[src/rtl/pipe_pattern_rng_if.sv]
// Purpose: connection bundle between the pipe scheduler and the pipe pattern RNG.
// Ports:   sel/incr (scheduler -> rng), rng/newPipe (rng -> scheduler).
// Modports: master = scheduler side, slave = pipe_pattern_rng side.
interface pipe_pattern_rng_if;
  logic        sel;      // game-tick enable
  logic        incr;     // advance request, one step per qualifying clock
  logic [7:0]  rng;      // current LFSR state (registered)
  logic [15:0] newPipe;  // pipe column, bit i = LED row i, 1 = lit

  modport master (output sel, output incr, input rng, input newPipe);
  modport slave  (input sel, input incr, output rng, output newPipe);
endinterface

[src/rtl/pipe_pattern_rng.sv]
// Purpose: 8-bit maximal-length LFSR plus a map from its value to a 16-row pipe column with a 4-row gap.
// Latency: rng changes one clock after a qualifying sel&incr; newPipe follows rng combinationally.
// Backpressure: none; the scheduler samples rng/newPipe whenever it likes, and sel gates every step.
// Ports: clk, reset (sync, active-high), bus (slave modport: sel, incr in; rng, newPipe out).
module pipe_pattern_rng #(
  parameter logic [7:0] SEED = 8'h01
) (
  input  logic               clk,
  input  logic               reset,
  pipe_pattern_rng_if.slave  bus
);

  logic [7:0]  rng_q;
  logic [7:0]  rng_d;
  logic        fb;
  logic [3:0]  gap_top;
  logic [15:0] new_pipe;

  // Fibonacci feedback for x^8+x^6+x^5+x^4+1.
  always_comb begin
    fb    = rng_q[7] ^ rng_q[5] ^ rng_q[4] ^ rng_q[3];
    rng_d = rng_q;
    if (bus.sel && bus.incr) begin
      rng_d = {rng_q[6:0], fb};
    end else if (rng_q == 8'h00) begin
      // All-zero is a dead state for this LFSR; reload so it can never stick.
      rng_d = SEED;
    end
  end

  always_ff @(posedge clk) begin
    if (reset) begin
      rng_q <= SEED;
    end else begin
      rng_q <= rng_d;
    end
  end

  // Gap top row: low nibble folded so a 4-row gap always fits in rows 0..15.
  always_comb begin
    gap_top = rng_q[3:0];
    if (rng_q[3:0] > 4'd12) begin
      gap_top = rng_q[3:0] - 4'd13;
    end
    new_pipe = ~(16'h000F << gap_top);
  end

  assign bus.rng     = rng_q;
  assign bus.newPipe = new_pipe;

endmodule

[src/flat_wrapper.sv]
// flat-port wrapper written by rule: the top's interface ports become plain ports
module pipe_pattern_rng_flat 
#(
  parameter logic [7:0] SEED = 8'h01
)
  (clk, reset, bus_sel, bus_incr, bus_rng, bus_newPipe);
  pipe_pattern_rng_if bus_i ();
  input  logic clk;
  input  logic reset;
  input wire logic [$bits(bus_i.sel)-1:0] bus_sel;
  input wire logic [$bits(bus_i.incr)-1:0] bus_incr;
  output wire logic [$bits(bus_i.rng)-1:0] bus_rng;
  output wire logic [$bits(bus_i.newPipe)-1:0] bus_newPipe;
  assign bus_i.sel = bus_sel;
  assign bus_i.incr = bus_incr;
  assign bus_rng = bus_i.rng;
  assign bus_newPipe = bus_i.newPipe;
  pipe_pattern_rng #(.SEED(SEED)) u_core (.clk(clk), .reset(reset), .bus(bus_i));
endmodule
[config.mk]
export PLATFORM = sky130hd
export DESIGN_NAME = pipe_pattern_rng_flat
export DESIGN_NICKNAME = d
export VERILOG_FILES = /design/src/rtl/pipe_pattern_rng_if.sv /design/src/rtl/pipe_pattern_rng.sv /design/src/flat_wrapper.sv
export SDC_FILE = /design/constraint.sdc
export NUM_CORES = 1
export LEC_CHECK = 0
export ABC_AREA = 0
export ABC_CLOCK_PERIOD_IN_PS = 2100
export CAP_MARGIN = 20
export CORE_MARGIN = 1.5
export CORE_UTILIZATION = 38
export DETAILED_ROUTE_END_ITERATION = 7
export GPL_ROUTABILITY_DRIVEN = 1
export GPL_TIMING_DRIVEN = 0
export PLACE_DENSITY = 0.72
export SKIP_LAST_GASP = 1
export SLEW_MARGIN = 20
export SYNTH_ARGS = -nofsm -noshare
export SYNTH_HDL_FRONTEND = slang
export SYNTH_SLANG_ARGS = --single-unit
[constraint.sdc]
create_clock -name clk -period 2.1 [get_ports clk]
set_input_delay 0.42 -clock clk [delete_from_list [all_inputs] [get_ports clk]]
set_output_delay 0.42 -clock clk [all_outputs]
set_load 0.01 [all_outputs]
==> reports/metrics.yaml <==
status: "finished with violations"
violations: "negative setup slack"
synthesis.nets: 101
hold_viol: 0
cts_tree: "yes"
synth-xor-area-share: 0.0618
wl_met3_um: 132
slew_headroom: 0.737
ys.warnings.count: 0
critPathCaptureType: "output port"
core_sq_um: 1750
crit_path_start_kind: "flip-flop"
skew_ns: 0.00354
finalCriticalPeriod_ns: 2.19
leakage_nw: 0.413
routedWlPerCell_um: 14.3
syn_inst: 96
dr.max_layer_used: "met4"
drc: 0
seq_power_share: 0.358
setup_viol: 5
final_cell_mix: "nand2_1 (18), buf_4 (13), clkdlybuf4s50_1 (13)"
wl_met2_mm: 1.18
yosys.area.top_type_share: 0.226
cts_max_level: 1
drive_above_1_share: 0.326
detailedPlacementHpwl_mm: 1.38
cts-root-buf: "clkbuf_4"
synth_cell_types: 41
synth_top_family_by_area: "compound AO/OA/AOI/OAI gates"
antenna_cells: 0
total_power_mw: 0.442
yosys-top-cells-area: "dfxtp_1 (23%), nand2_1 (9.5%), a21oi_1 (5.7%)"
yosys_register_bits: 8
chipWidth_um: 46.2
p_per_area_nw_per_um2: 388
slowest_delay_ns: 0.33
arrival_ns: 1.77
cts_buffers: 3
worst_slack_ns: -0.0875
rows: 15
die_h_um: 46.2
clk_path_buf_depth: 2
async_flop_share: 0
crit_path_max_fanout: 4
dp_slack_ns: -0.405
p_sw_frac: 0.315
gp_congestion: 0.908
syn_avg_cell_area_sq_um: 7.38
cts.sinks: 8
crit_path_cell_trace: "buf_6, inv_6, ha_4, buf_4, nand2b_4, o21ai_0, a22oi_1, dlygate4sd2_1"
io_pins: 28
pwr-share-comb: 0.376
ys_seq_area_frac: 0.226
start_util: 0.406
synth-edff-count: 0
syn_area_sq_um: 708
portBuffers: 26
clock.fmax_ghz: 0.457
vias_per_cell: 5.46
nFillCells: 160
insertion_delay_ns: 0.25
maxCapViolations: 0
slew_viol_final: 0
grt_pass1_wl_mm: 3.42
largest_reg_flops: 8
worst-slew-pin-transition_ns: 0.390
grt-ovfl-total: 0
slowest_stage: "dfxtp_2"
post-route-period-util: 1.04
ys.flop_type: "dfxtp_1"
required_ns: 1.68
final_common_cell: "nand2_1"
wirelength_mm: 2.29
path_clk_slew_ns: 0.06
track_usage: 0.220
min_path_type: "flip-flop to flip-flop"
rsz0062_at_grt: "true"
num-nets-final: 142
grt_pass1_vias: 789
yosys.area.top_type: "dfxtp_1"
dieArea_sq_um: 2130
synth_compound_area_frac: 0.297
power_switching_mw: 0.139
p_clk_frac: 0.266
internal_power_mw: 0.303
grt_max_degree: 11
syn_to_final_growth_pct: 60.6
irDropWorstVdd_uv: 367
synth_mux_area_frac: 0.0159
antenna_found_initial: 0
synth_fa_ha_area_frac: 0.0177
critPathKind: "flip-flop to output port"
drt_iter0_drc: 13
wl_met1_um: 918
first_pass_iters: 4
ant_nets: 0
synth-simple-area-share: 0.290
num_vias: 873
layout.cells.non_filler: 160
setup-tns-final_ns: -0.391
placed_cells: 147
-- area by class of cell --
cell class	instances	area [sq um]	area share
Tap cell	25	31.3	0.0275
Sequential cell	8	166	0.146
Multi-Input combinational cell	76	539	0.474
Clock buffer	3	22.5	0.0198
Timing Repair Buffer	36	295	0.260
Inverter	4	25.0	0.0220
Buffer	8	57.6	0.0506
-- through the flow --
stage	util	area [sq um]	hold WS (ns)
5_1_grt	0.652	1140	0.541
2_1_floorplan	-	722	0.500
3_3_place_gp	0.581	1010	0.477
4_1_cts	0.629	1100	0.499
3_5_place_dp	0.581	1010	0.489
6_report	0.652	1140	0.498
-- Yosys cell counts, types with 2 or more instances --
| library cell | n |
|---|---|
| and2_1 | 2 |
| a21oi_1 | 8 |
| buf_4 | 5 |
| o21ai_0 | 4 |
| inv_1 | 2 |
| a22oi_1 | 4 |
| xnor2_1 | 3 |
| or2_1 | 2 |
| nor2_1 | 7 |
| xor2_1 | 2 |
| nand2b_1 | 2 |
| inv_2 | 2 |
| nand2_1 | 18 |
| dfxtp_1 | 8 |
-- worst max-delay path, delay by kind of cell (launching register included) --
family          cells  cell delay [ns]
flops               1             0.33
compound gates      2             0.28
simple gates        1             0.06
buf+inv             4             0.57
fa+ha+maj           1             0.28
-- power groups by stage --
stage          sequential (mW)  clock (mW)  combinational [mW]
3_5_place_dp             0.162           0               0.137
3_3_place_gp             0.162           0               0.135
6_report                 0.158       0.118               0.166
5_1_grt                  0.158       0.130               0.177
2_1_floorplan            0.163           0              0.0870
4_1_cts                  0.158       0.122               0.149
-- repair_timing --
action | in CTS | in global routing
gates resized for setup | 40 | 16
hold buffers | 0 | 0
setup endpoints to repair | 13 | 12
setup buffers | 6 | 4
pin swaps | 6 | 3
-- path summary, 6_finish.rpt --
| path | slack [ns] | from | to | cells after the start |
|---|---|---|---|---|
| min reg2reg | 0.50 | u_core.bus.rng[6]$_SDFFE_PP0P_ | u_core.bus.rng[7]$_SDFFE_PP0P_ | 2 |
| min | 0.50 | u_core.bus.rng[6]$_SDFFE_PP0P_ | u_core.bus.rng[7]$_SDFFE_PP0P_ | 2 |
| max reg2reg | 0.79 | u_core.bus.rng[0]$_SDFFE_PP1P_ | u_core.bus.rng[1]$_SDFFE_PP0P_ | 6 |
| max | -0.09 | u_core.bus.rng[0]$_SDFFE_PP1P_ | bus_newPipe[9] | 8 |
-- cells by family after synthesis --
family,Yosys count
buffers and inverters,12
XOR/XNOR,5
multiplexers,1
adder cells (fa/ha/maj),1
AO/OA/AOI/OAI,28
flip-flops,8
AND/OR/NAND/NOR,41
-- metal layers --
layer,vias to the layer above,global-route usage
met1,409,0.260
li1,416,-
met5,-,0
met2,42,0.381
met3,6,0.0275
met4,0,0.114
(Power assumes the default switching activity.)
